**config.mk**
```make
export PLATFORM = sky130hd
export DESIGN_NAME = ir_cmd_handler
export DESIGN_NICKNAME = d
export VERILOG_FILES = /design/src/rtl/ir_pkg.sv /design/src/rtl/ir_cmd_fifo.sv /design/src/rtl/ir_cmd_handler.sv
export SDC_FILE = /design/constraint.sdc
export NUM_CORES = 1
export LEC_CHECK = 0
export ABC_CLOCK_PERIOD_IN_PS = 4200
export BUFFER_PORTS_ARGS = -buffer_cell sky130_fd_sc_hd__buf_2
export CORE_UTILIZATION = 50
export CTS_CLUSTER_DIAMETER = 100
export CTS_CLUSTER_SIZE = 10
export DETAILED_ROUTE_END_ITERATION = 6
export GPL_TIMING_DRIVEN = 0
export MAX_ROUTING_LAYER = met4
export PLACE_DENSITY = 0.67
export REMOVE_ABC_BUFFERS = 1
export SYNTH_ARGS = -nofsm -noshare
export SYNTH_HDL_FRONTEND = slang
export SYNTH_SLANG_ARGS = --single-unit
```
**constraint.sdc**
```tcl
create_clock -name clk -period 4.2 [get_ports clk]
set_input_delay 0.84 -clock clk [delete_from_list [all_inputs] [get_ports clk]]
set_output_delay 0.84 -clock clk [all_outputs]
set_load 0.005 [all_outputs]
```
**src/rtl/ir_pkg.sv**
```systemverilog
`default_nettype none
// ============================================================================
// Module   : ir_pkg
// Purpose  : Shared definitions for the IR command handler: NEC frame field
//            positions, the byte-inverse check constant and the layout of a
//            buffered command entry.
// Ports    : none (package)
// Revision : 1.0 - initial release
// ============================================================================
package ir_pkg;

  // Byte lanes of a decoded 32-bit NEC frame
  localparam int ADDR_LSB  = 0;
  localparam int ADDRN_LSB = 8;
  localparam int CMD_LSB   = 16;
  localparam int CMDN_LSB  = 24;

  // A byte and its transmitted complement XOR to all ones
  localparam logic [7:0] INV_CHECK = 8'hFF;

  localparam int ENTRY_W = 24;

  typedef struct packed {
    logic [15:0] addr;
    logic [7:0]  cmd;
  } cmd_entry_t;

  function automatic logic is_inverse(input logic [7:0] a, input logic [7:0] b);
    return (a ^ b) == INV_CHECK;
  endfunction

endpackage
`default_nettype wire

```
**src/rtl/ir_cmd_fifo.sv**
```systemverilog
`default_nettype none
// ============================================================================
// Module   : ir_cmd_fifo
// Purpose  : Synchronous first-word-fall-through FIFO. The head entry is read
//            directly from storage and is valid whenever empty is low.
// Ports    : clk, reset      - clock, synchronous active-high reset
//            push, push_data - write request and data
//            pop             - remove the head entry (ignored when empty)
//            head_data       - head entry (zero when empty)
//            full, empty     - occupancy flags
// Revision : 1.0 - initial release
// ============================================================================
module ir_cmd_fifo #(
  parameter int DEPTH = 4,
  parameter int WIDTH = 24
) (
  input  logic             clk,
  input  logic             reset,
  input  logic             push,
  input  logic [WIDTH-1:0] push_data,
  input  logic             pop,
  output logic [WIDTH-1:0] head_data,
  output logic             full,
  output logic             empty
);

  localparam int PW = $clog2(DEPTH);
  localparam logic [PW:0] FULL_COUNT = (PW + 1)'(DEPTH);

  logic [WIDTH-1:0] mem [DEPTH];
  logic [PW-1:0]    wr_ptr;
  logic [PW-1:0]    rd_ptr;
  logic [PW:0]      count;
  logic             do_push;
  logic             do_pop;

  assign empty = (count == '0);
  assign full  = (count == FULL_COUNT);

  // A push into a full FIFO still succeeds when the head leaves in the same
  // cycle; a pop on an empty FIFO is ignored.
  assign do_pop  = pop && !empty;
  assign do_push = push && (!full || do_pop);

  // Storage is never read while empty, so present zero rather than stale data
  assign head_data = empty ? '0 : mem[rd_ptr];

  always_ff @(posedge clk) begin
    if (do_push) begin
      mem[wr_ptr] <= push_data;
    end
  end

  always_ff @(posedge clk) begin
    if (reset) begin
      wr_ptr <= '0;
      rd_ptr <= '0;
      count  <= '0;
    end else begin
      if (do_push) begin
        wr_ptr <= wr_ptr + 1'b1;
      end
      if (do_pop) begin
        rd_ptr <= rd_ptr + 1'b1;
      end
      case ({do_push, do_pop})
        2'b10:   count <= count + 1'b1;
        2'b01:   count <= count - 1'b1;
        default: count <= count;
      endcase
    end
  end

endmodule
`default_nettype wire

```
**src/rtl/ir_cmd_handler.sv**
```systemverilog
`default_nettype none
// ============================================================================
// Module   : ir_cmd_handler
// Purpose  : Integrity-checks decoded NEC frames, suppresses auto-repeat of a
//            held key and queues accepted commands for the system controller.
// Ports    : clk, reset              - clock, synchronous active-high reset
//            frame_in, frame_valid   - decoded frame and its one-cycle strobe
//            cmd_addr, cmd_code      - head-of-queue command
//            cmd_valid, cmd_ready    - valid/ready handshake for the head
//            key_held                - same key repeating inside hold window
//            err_pulse, ovf_pulse    - integrity failure / dropped command
//            err_count               - saturating integrity failure count
// Revision : 1.0 - initial release
// ============================================================================
module ir_cmd_handler
  import ir_pkg::*;
#(
  parameter int FIFO_DEPTH  = 4,
  parameter int ADDR_CHECK  = 1,
  parameter int HOLD_CYCLES = 12000000
) (
  input  logic        clk,
  input  logic        reset,
  input  logic [31:0] frame_in,
  input  logic        frame_valid,
  output logic [15:0] cmd_addr,
  output logic [7:0]  cmd_code,
  output logic        cmd_valid,
  input  logic        cmd_ready,
  output logic        key_held,
  output logic        err_pulse,
  output logic        ovf_pulse,
  output logic [7:0]  err_count
);

  localparam int TW = $clog2(HOLD_CYCLES + 1);
  localparam logic [TW-1:0] HOLD_LOAD = TW'(HOLD_CYCLES);
  localparam logic [TW-1:0] TIMER_ONE = TW'(1);

  logic [7:0]    addr;
  logic [7:0]    addr_n;
  logic [7:0]    cmd;
  logic [7:0]    cmd_n;
  logic          frame_ok;
  logic          accept;
  logic          is_repeat;
  logic          push_new;
  logic          pop;
  logic          fifo_full;
  logic          fifo_empty;
  cmd_entry_t    new_entry;
  cmd_entry_t    head_entry;
  cmd_entry_t    last_entry;
  logic          last_valid;
  logic [TW-1:0] timer;

  assign addr   = frame_in[ADDR_LSB  +: 8];
  assign addr_n = frame_in[ADDRN_LSB +: 8];
  assign cmd    = frame_in[CMD_LSB   +: 8];
  assign cmd_n  = frame_in[CMDN_LSB  +: 8];

  // With the address check disabled the second byte is the high half of an
  // extended 16-bit address rather than a complement.
  assign frame_ok = is_inverse(cmd, cmd_n) &&
                    ((ADDR_CHECK == 0) || is_inverse(addr, addr_n));

  always_comb begin
    new_entry.cmd  = cmd;
    new_entry.addr = (ADDR_CHECK != 0) ? {8'h00, addr} : {addr_n, addr};
  end

  assign accept    = frame_valid && !reset;
  assign is_repeat = (timer != '0) && last_valid && (last_entry == new_entry);
  assign push_new  = accept && frame_ok && !is_repeat;
  assign pop       = cmd_valid && cmd_ready;

  ir_cmd_fifo #(
    .DEPTH (FIFO_DEPTH),
    .WIDTH (ENTRY_W)
  ) u_fifo (
    .clk       (clk),
    .reset     (reset),
    .push      (push_new),
    .push_data (new_entry),
    .pop       (pop),
    .head_data (head_entry),
    .full      (fifo_full),
    .empty     (fifo_empty)
  );

  assign cmd_valid = !fifo_empty;
  assign cmd_addr  = head_entry.addr;
  assign cmd_code  = head_entry.cmd;

  always_ff @(posedge clk) begin
    if (reset) begin
      timer      <= '0;
      last_valid <= 1'b0;
      last_entry <= '0;
      key_held   <= 1'b0;
      err_pulse  <= 1'b0;
      ovf_pulse  <= 1'b0;
      err_count  <= '0;
    end else begin
      err_pulse <= accept && !frame_ok;
      // A simultaneous pop frees a slot, so only a push without pop overflows
      ovf_pulse <= push_new && fifo_full && !pop;

      if (accept && !frame_ok && (err_count != 8'hFF)) begin
        err_count <= err_count + 8'd1;
      end

      // Any passing frame (new, repeat or dropped on overflow) restarts the
      // hold window and becomes the reference key.
      if (accept && frame_ok) begin
        timer      <= HOLD_LOAD;
        last_valid <= 1'b1;
        last_entry <= new_entry;
        key_held   <= is_repeat;
      end else if (timer != '0) begin
        timer <= timer - 1'b1;
        if (timer == TIMER_ONE) begin
          last_valid <= 1'b0;
          key_held   <= 1'b0;
        end
      end
    end
  end

endmodule
`default_nettype wire

```
**Yosys cells after proc, flatten, opt, wreduce, memory -nomap -nowiden**

Memory sizes are Yosys's and may differ from the RTL's. A register that Yosys moved wholly into a read port is not among the register bits.
Index checks and enable logic that the tools add are counted.
Widths: inputs -> output; s select.

- Memories kept: 1
- Output and inout port bits: 36
- Register bits: 59
- Input bits: 36
- Memory bits (writable): 64

Memory list:

| memory | words | width | read ports | clocked after memory_dff | write ports | RTL line | text |
|---|---|---|---|---|---|---|---|
| u_fifo.mem | 4 | 16 | 1 | 1 | 1 | ir_cmd_fifo.sv:30 | `logic [WIDTH-1:0] mem [DEPTH];` |

- Muxes and demuxes: 12
- Bitwise gates (word level): 2
- Equality and inequality tests: 8
- $add $sub $neg: 6
- Reductions and logical operators: 27

Operators by type and width:

| cell | count |
|---|---|
| $mux 24 | 3 |
| $eq 24x1->1 const B | 1 |
| $reduce_bool 24->1 | 1 |
| $sub 24x1->24 const B | 1 |
| $eq 16x16->1 | 1 |
| $eq 8x8->1 const B | 2 |
| $xor 8x8->8 | 2 |
| $logic_and 1x1->1 | 13 |
| $add 8x1->8 const B | 1 |
| $ne 8x8->1 const B | 1 |
| $logic_not 1->1 | 6 |
| $mux 1 | 6 |
| $pmux 3 s2 | 1 |
| $reduce_bool 2->1 | 3 |
| $add 2x1->2 const B | 2 |
| $mux 2 | 2 |
| $add 3x1->3 const B | 1 |
| $eq 3x3->1 const B | 1 |
| $logic_not 3->1 | 1 |
| $sub 3x1->3 const B | 1 |
| $eq 2x1->1 const B | 1 |
| $eq 2x2->1 const B | 1 |
| $reduce_and 2->1 | 1 |
| $reduce_or 2->1 | 1 |
| $logic_or 1x1->1 | 1 |

**Logic depth before layout (Yosys ltp)**

Gate-level depths: netlist (run 1).

- Depth in word-level cells: 8
- Mapped depth: 13

**By module**

From an unflattened synthesis (run 1), not the netlist that was laid out.

- Cell total of the unflattened synthesis: 507
- Area total of the unflattened synthesis: 6937.9 µm²

Modules (own cells, without submodules):

| module | times used | cells each | seq. area each (µm²) | area an instance (µm²) |
|---|---|---|---|---|
| ir_cmd_fifo | 1 | 220 | 3062.9 | 4322.9 |
| ir_cmd_handler | 1 | 287 | 1041.0 | 2615.0 |

**Worst setup path after synthesis (run 1)**

Ideal clock, no wire load.

- Path type: in2reg
- From: input port frame_in[20]
- To: register u_fifo.count[2]
- Slack: 847 ps
- Stages: 10
- Path buffers: 1
- Data arrival time: 3232 ps
- Setup time: 121 ps
- Cells stage by stage: xor2_1 > or4b_1 > or4_1 > o311a_4 > buf_2 > nor2_1 > fa_1 > nor2_1 > mux2i_1 > mux2_2

- Word-level cells in the longest chain between the ends: 8
- Elaborated cells between the ends (all ways): 13
- Those cells by class: 4 x eq/ne; 1 x mux; 1 x bitwise; 7 x reduce/logical

Ends and longest elaborated chain:

| what | RTL line | text |
|---|---|---|
| start, declared | ir_cmd_handler.sv:24 | `input logic [31:0] frame_in,` |
| $xor 8x8->8 | ir_pkg.sv:29 | `return (a ^ b) == INV_CHECK;` |
| $eq 8x8->1 | ir_pkg.sv:29 |  |
| $logic_and 1x1->1 | ir_cmd_handler.sv:64 | `assign frame_ok = is_inverse(cmd, cmd_n) &&` |
| $logic_and 1x1->1 | ir_cmd_handler.sv:74 | `assign push_new = accept && frame_ok && !is_repeat;` |
| $logic_and 1x1->1 * | ir_cmd_handler.sv:74 |  |
| $logic_and 1x1->1 * | ir_cmd_fifo.sv:43 | `assign do_push = push && (!full \|\| do_pop);` |
| $eq 2x1->1 / $eq 2x2->1 (equally long branches) | ir_cmd_fifo.sv:66 | `case ({do_push, do_pop})` |
| $pmux 3 s2 / $reduce_bool 2->1 (equally long branches) | -- |  |
| end signal, assigned | ir_cmd_fifo.sv:67 | `2'b10: count <= count + 1'b1;` |
| end signal, assigned | ir_cmd_fifo.sv:68 | `2'b01: count <= count - 1'b1;` |
| end signal, assigned | ir_cmd_fifo.sv:69 | `default: count <= count;` |
| end, declared | ir_cmd_fifo.sv:33 | `logic [PW:0] count;` |

Every way passes the cells marked *; elsewhere a longest branch is shown, timed or not.
A chain may end at the register's enable or synchronous reset.

**Worst setup path after layout (run 1)**

- From: input port frame_in[2]
- To: memory u_fifo.mem[2][9] in the netlist's numbering (enable)

- Word-level cells in the longest chain between the ends: 8
- Elaborated cells between the ends (all ways): 11
- Those cells by class: 2 x eq/ne; 2 x mux; 1 x bitwise; 6 x reduce/logical

Ends and longest elaborated chain:

| what | RTL line | text |
|---|---|---|
| $xor 8x8->8 | ir_pkg.sv:29 |  |
| $eq 8x8->1 | ir_pkg.sv:29 |  |
| $logic_and 1x1->1 | ir_cmd_handler.sv:64 |  |
| $logic_and 1x1->1 | ir_cmd_handler.sv:74 |  |
| $logic_and 1x1->1 * | ir_cmd_handler.sv:74 |  |
| $logic_and 1x1->1 * | ir_cmd_fifo.sv:43 |  |
| $mux 1 * | ir_cmd_fifo.sv:49 | `if (do_push) begin` |
| $mux 1 (not written as such) * | ir_cmd_fifo.sv:50 | `mem[wr_ptr] <= push_data;` |
| end, declared | ir_cmd_fifo.sv:30 |  |

Marked as above.

==> key figures, run 1 <==
Critical path
  – CP Class: in -> reg
  – Reg2reg end: u_fifo.mem[2][9]$_DFFE_PP_
  – R2R setup slack: 0.95 ns
  – FF-to-FF Start: timer[8]$_SDFFE_PP0P_
  – CP Data Arrival Time: 3.86 ns
  – R2R depth: 6
  – Startpoint types: input port
  – CP endpoint kind: register
  – Critical Path RT: 4.33 ns
  – Crit-path max FO: 16
  – Crit-path max cell delay: 0.94 ns
  – Crit path max-delay cell type: nor4_1
  – Crit path cell chain: buf_2 > xnor2_1 > nor4_1 > nand4_1 > or2_2 > nor2b_1 > and3_1

Timing
  – Setup-failing EPs final: 0
  – Hold Vio Cnt, Final: 0
  – Crit share post-route: 0.887
  – F_max: 268 MHz
  – Final min period: 3.73 ns
  – TNS Setup: 0 ns
  – Final clock skew: 0.00819 ns
  – Slew margin rel.: 0.254
  – Final worst slack: 0.473 ns
  – Max Slew Vio Count: 0
  – RSZ-0062 raised after global routing: false
  – Worst Tran Pin Value: 1.11 ns

Global routing
  – Total GRT Usage: 0.224
  – Largest net degree at the start of global routing: 30
  – Global-route wire length before repair: 18700 um
  – Vias in the first global route: 3747
  – Initial antenna violation count: 1
  – GR Overflow Total: 0

Synth
  – Synthesized area per cell: 11.7 um2
  – Yosys warning total: 0
  – Synth cell count leaders: 64 x edfxtp_1, 61 x dfxtp_1, 46 x nand2_1
  – Cell taking the most area after synthesis: edfxtp_1
  – Cells after Synth: 483
  – Post-synth ARST share: 0
  – Synth top area cells: edfxtp_1 34%, dfxtp_1 22%, mux4_2 6.4%
  – Dominant synthesized flop cell: edfxtp_1
  – Synth unique cells: 49
  – Synthesized cell area: 5630 um2
  – Seq/Total Area, Yosys: 0.558
  – Post-synth EDFFs: 64
  – Area share of the largest cell type after synthesis: 0.341
  – Count leader, synth: edfxtp_1
  – Register bit total from synthesis: 125

CTS
  – Cts bufs inserted: 17
  – Clock transition at the registers of the reported paths: 0.05 ns
  – CTS sink cnt: 125
  – Clk_lat worst skew: 0.51 ns
  – Max clock buf depth: 2
  – H-tree depth: 4
  – Hold_buf cts: 0
  – Setup repair bufs after CTS: 0
  – Post-CTS sizing: 0
  – CTS tree: done
  – CTS root buffer: clkbuf_8

Final layout
  – ANT cells: 0
  – Final Util: 0.606
  – Nets@finish: 590
  – Final Cell Area: 6600 um2
  – Fraction of layout instances using a drive strength above 1: 0.208
  – Fillers: 904
  – Area growth syn-to-layout: 17.2%

Place
  – Routability congestion estimate from global placement: 0.770
  – Port buffer count: 63
  – Dpl cell area: 6030 um2
  – Pre-CTS setup slack: -0.189 ns
  – HPWL Detailed: 7550 um

Floorplanning
  – Core Box Area: 10900 um2
  – Die Y: 108 um
  – Die X: 108 um
  – Num ports: 72
  – Initial Util: 0.517
  – # rows: 38
  – Die ar.: 11700 um2

Drt
  – Post-Route WL: 11300 um
  – Drt first pass iters: 4
  – Routed len/inst: 16.1 um
  – Post-DR vias/cell: 5.46
  – Post-route antenna net violation count: 0
  – Vias: 3814
  – Initial DRC Count: 229
  – Post-route DRC: 0

Job
  – Max cap viols: 0

Min path
  – Cells on Worst Hold Path: 2
  – Worst hold endpoint: timer[7]$_SDFFE_PP0P_
  – Hold_sp: timer[7]$_SDFFE_PP0P_
  – Hold Path Class: reg -> reg

Pwr
  – Combinational power share: 0.214
  – Seq pwr share: 0.402
  – Sw Share: 0.288
  – Cell-internal power: 2590 uW
  – P_sw: 1050 uW
  – Pwr/cell area: 553 nW/um2
  – Peak supply drop: 583 uV
  – Clock power share: 0.385
  – Leakage: 0.00245 uW

Outcome
  – Result of the run: finished, final reports clean
-- flip-flops by register name, indices dropped and copies added (netlist names), 2 cells and up, named ones only --
name,count
err_count,8
last_entry,16
timer,24
u_fifo.rd_ptr,2
u_fifo.count,3
u_fifo.mem,64
u_fifo.wr_ptr,2
-- cell type report --
class,instances,area (um2),area share
Clock buffer,20,425,0.0645
Tap cell,140,175,0.0266
Timing Repair Buffer,64,330,0.0501
Multi-Input combinational cell,330,2350,0.356
Clock inverter,12,146,0.0222
Inverter,7,26.3,0.00398
Sequential cell,125,3140,0.476
-- how the worst max path moves through the flow --
stage           startpoint  cells past startpoint                     endpoint
6_report       frame_in[2]                      7   u_fifo.mem[2][9]$_DFFE_PP_
5_1_grt        frame_in[2]                      7   u_fifo.mem[0][3]$_DFFE_PP_
4_1_cts        frame_in[2]                      7   u_fifo.mem[2][9]$_DFFE_PP_
3_5_place_dp   frame_in[2]                      7   u_fifo.mem[0][7]$_DFFE_PP_
3_3_place_gp   frame_in[2]                      7  u_fifo.mem[0][11]$_DFFE_PP_
2_1_floorplan  frame_in[3]                      6   u_fifo.mem[0][0]$_DFFE_PP_
-- critical path: cells and delay by family --
family                    cells  cell delay, ns
xor gates and xnor gates      1            0.14
buffers and inverters         1            0.15
and+or+nand+nor               5            2.72
-- power by group through the flow --
stage	clock [uW]	combinational [uW]	sequential [uW]
final	1400	779	1460
after global routing	1490	881	1480
after detailed placement	0	776	1490
after global placement	0	755	1480
after floorplan	0	609	1470
after CTS	1430	786	1460
-- layer usage --
layer	share of wire	global-route usage
met5	0	-
met4	0.0048	0.0734
met3	0.051	0.0567
met2	0.49	0.363
met1	0.45	0.274
-- through the flow --
step	total power (uW)	hold WS, ns	instances
after floorplan	2080	0.448	462
after global placement	2240	0.457	665
after detailed placement	2260	0.459	666
after CTS	3680	0.467	698
after global routing	3840	0.488	698
final	3650	0.467	698
-- cell families (layout without fill, tap and decap cells) --
| family | Yosys count | in the layout | share of synthesized area |
|---|---|---|---|
| and+or+nand+nor | 185 | 185 | 0.177 |
| DFF | 125 | 125 | 0.558 |
| AOI/OAI and AO/OA | 55 | 55 | 0.0603 |
| xor gates and xnor gates | 54 | 54 | 0.0840 |
| buffers and inverters | 35 | 103 | 0.0289 |
| muxes | 19 | 19 | 0.0696 |
| adders and majority gates | 9 | 9 | 0.0213 |
| other | 1 | 8 | 0.000666 |
-- cell usage in the layout, fill, tap and decap left out, types with 4 or more instances in the layout --
cell type	instances
xnor2_1	28
and3_1	5
or4_1	11
clkinv_2	4
clkbuf_16	16
nand4_1	15
a21oi_1	18
and2_1	18
nand2b_1	4
nor3_1	7
nand3_1	9
nor4_1	10
inv_1	7
dfxtp_1	61
conb_1	8
o21ai_0	20
ha_1	8
or3_1	9
nor2_1	31
mux4_2	16
xor2_1	26
buf_2	63
nand2_1	46
o31ai_1	4
edfxtp_1	64
Note: power is estimated with default switching activity, not from simulation.
==> inputs of run 2 (changes only) <==
--- a/config.mk
+++ b/config.mk
@@ -7,6 +7,7 @@
 export LEC_CHECK = 0
 export ABC_CLOCK_PERIOD_IN_PS = 4200
 export BUFFER_PORTS_ARGS = -buffer_cell sky130_fd_sc_hd__buf_2
+export CORE_MARGIN = 3
 export CORE_UTILIZATION = 50
 export CTS_CLUSTER_DIAMETER = 100
 export CTS_CLUSTER_SIZE = 10
==> constraint.sdc (replaced) <==
create_clock -name clk -period 4.2 [get_ports clk]
set_input_delay 0.63 -clock clk [delete_from_list [all_inputs] [get_ports clk]]
set_output_delay 0.63 -clock clk [all_outputs]
set_load 0.005 [all_outputs]
==> run 2 against run 1 <==
- clock skew rose by 0.0044 ns
- first-iteration DRC count fell by 14%
- clock power rose by 7%
- clock-buffer cell count did not move
- final area rose by 0.53%
- critical path depth did not move
- sequential power barely moved
- register-to-register slack barely moved
- worst setup slack improved by 0.33 ns
- combinational power rose by 0.8%
- critical path type unchanged
- largest cell class unchanged
- highest routed layer unchanged
==> key figures, run 2 (synthesized netlist as in run 1, its figures left out) <==
Outcome
  – Result of the run: finished, final reports clean

Critical path
  – CP endpoint kind: register
  – Crit path max-delay cell type: nor4_1
  – Crit-path max cell delay: 0.82 ns (-0.12 ns)
  – Critical path buffers and inverters: 1 (unchanged)
  – Startpoint types: input port
  – Crit path cell chain: buf_2 > xnor2_1 > nor4_1 > nand4_1 > or2_2 > nor2b_1 > and3_1
  – CP top delay family: simple AND/OR/NAND/NOR gates
  – Crit-path max FO: 16 (unchanged)
  – Critical Path RT: 4.23 ns (-0.10 ns)
  – CP Class: in -> reg
  – CP Data Arrival Time: 3.42 ns (-0.44 ns)

Global routing
  – Vias in the first global route: 3734 (-0.35%)
  – Largest net degree at the start of global routing: 30 (unchanged)
  – GR Overflow Total: 0 (unchanged)
  – Met2 usage: 0.319 (-0.0436)
  – Total GRT Usage: 0.199 (-0.0247)
  – Grt peak-use layer: met2
  – Initial antenna violation count: 0 (-1)
  – Global-route wire length before repair: 19200 um (+2.9%)
  – Met1 GRT Util: 0.256 (-0.0179)
  – GR Util met3: 0.0496 (-0.00706)

Place
  – Placed Cells: 666 (unchanged)
  – HPWL Detailed: 7800 um (+3.4%)
  – Pre-CTS setup slack: 0.306 ns (+0.495 ns)
  – Routability congestion estimate from global placement: 0.831 (+7.9%)
  – Port buffer count: 63 (unchanged)

Floorplanning
  – # rows: 38 (unchanged)
  – Initial Util: 0.515 (-0.00225)
  – Die Y: 112 um (+3.7%)
  – Num ports: 72 (unchanged)
  – Die ar.: 12600 um2 (+7.5%)
  – Core Box Area: 10900 um2 (+0.44%)
  – Die X: 112 um (+3.7%)

CTS
  – Max clock buf depth: 2 (unchanged)
  – H-tree depth: 4 (unchanged)
  – Setup repair bufs after CTS: 0 (unchanged)
  – Cts bufs inserted: 17 (unchanged)
  – Clk_lat worst skew: 0.41 ns (-0.10 ns)
  – Clock transition at the registers of the reported paths: 0.05 ns (about the same)
  – CTS root buffer: clkbuf_16
  – CTS tree: done
  – CTS sink cnt: 125 (unchanged)
  – Hold_buf cts: 0 (unchanged)
  – Post-CTS sizing: 0 (unchanged)

Final layout
  – Most common cell after layout, fill and taps aside: edfxtp_1
  – Area of the multi-input gates: 2350 um2 (unchanged)
  – Final Non-Filler Cells: 698 (unchanged)
  – Regs by FF count: u_fifo.mem: 64 flops, timer: 24 flops, last_entry: 16 flops
  – Most frequent cells in the layout: 64 x edfxtp_1, 63 x buf_2, 61 x dfxtp_1
  – ANT cells: 0 (unchanged)
  – Area growth syn-to-layout: 17.9%
  – Biggest register: u_fifo.mem
  – Max reg flops: 64 (unchanged)
  – Fillers: 912 (+0.88%)
  – Nets@finish: 590 (unchanged)
  – Fraction of layout instances using a drive strength above 1: 0.208 (unchanged)
  – Storage cell area: 3140 um2 (unchanged)

Drt
  – Initial DRC Count: 196 (-14%)
  – Post-DR vias/cell: 5.50 (+0.63%)
  – Vias: 3838 (+0.63%)
  – Routed len/inst: 16.7 um (+3.2%)
  – Post-Route WL: 11600 um (+3.2%)
  – Drt first pass iters: 4 (unchanged)
  – Post-route DRC: 0 (unchanged)
  – Post-route antenna net violation count: 0 (unchanged)

Timing
  – Worst Tran Pin Value: 1.13 ns (+0.0262 ns)
  – Final clock skew: 0.0126 ns (+0.00444 ns)
  – Hold slack final: 0.467 ns (-0.000754 ns)
  – Final min period: 3.40 ns (-0.329 ns)
  – Hold Vio Cnt, Final: 0 (unchanged)
  – Crit share post-route: 0.809 (-0.0783)
  – RSZ-0062 raised after global routing: false
  – Slew margin rel.: 0.243 (-0.0117)
  – Final worst slack: 0.802 ns (+0.329 ns)
  – TNS Setup: 0 ns (unchanged)
  – Max Slew Vio Count: 0 (unchanged)
  – F_max: 294 MHz (+9.7%)
  – Setup-failing EPs final: 0 (unchanged)

Pwr
  – Leakage: 0.00246 uW (+0.46%)
  – Pwr/cell area: 565 nW/um2 (+2.3%)
  – Peak supply drop: 457 uV (-22%)

Job
  – Max cap viols: 0 (unchanged)

Min path
  – Hold Path Class: reg -> reg
[run 2: layout make-up]
class | count | share of cell area
Clock buffer | 20 | 0.0658
Tap cell | 140 | 0.0264
Multi-Input combinational cell | 330 | 0.354
Clock inverter | 12 | 0.0257
Timing Repair Buffer | 64 | 0.0498
Inverter | 7 | 0.00396
Sequential cell | 125 | 0.474
[run 2: final timing paths]
path | from | slack [ns] | endpoint | cells past startpoint
max reg2reg | timer[8]$_SDFFE_PP0P_ | 0.96 | u_fifo.mem[0][5]$_DFFE_PP_ | 6
max | frame_in[0] | 0.80 | u_fifo.mem[0][5]$_DFFE_PP_ | 7
min | last_entry[4]$_SDFFE_PP0P_ | 0.47 | last_entry[4]$_SDFFE_PP0P_ | 2
min reg2reg | last_entry[4]$_SDFFE_PP0P_ | 0.47 | last_entry[4]$_SDFFE_PP0P_ | 2
[run 2: through the flow]
stage / util / area (um2) / total power [uW]
finish: 0.607 / 6630 / 3750
global route: 0.607 / 6630 / 3950
CTS: 0.607 / 6630 / 3770
detailed placement: 0.551 / 6030 / 2270
global placement: 0.549 / 6010 / 2240
floorplan: - / 5520 / 2080
[run 2: power by group]
| group | total [uW] | internal, uW | switching [uW] |
|---|---|---|---|
| combinational | 785 | 317 | 468 |
| sequential | 1470 | 1380 | 87.3 |
| clock | 1500 | 987 | 510 |
[run 2: tightest hold or removal path, stage by stage, from the launching register on]
cell and delay [ns]:
dfxtp_1 0.31, nand2_1 0.05, o21ai_0 0.06
[run 2: routing by layer]
layer | up-vias | part of all wire
met3 | 8 | 0.050
li1 | 1875 | -
met4 | 0 | 0.0078
met1 | 1865 | 0.44
met5 | - | 0
met2 | 90 | 0.50
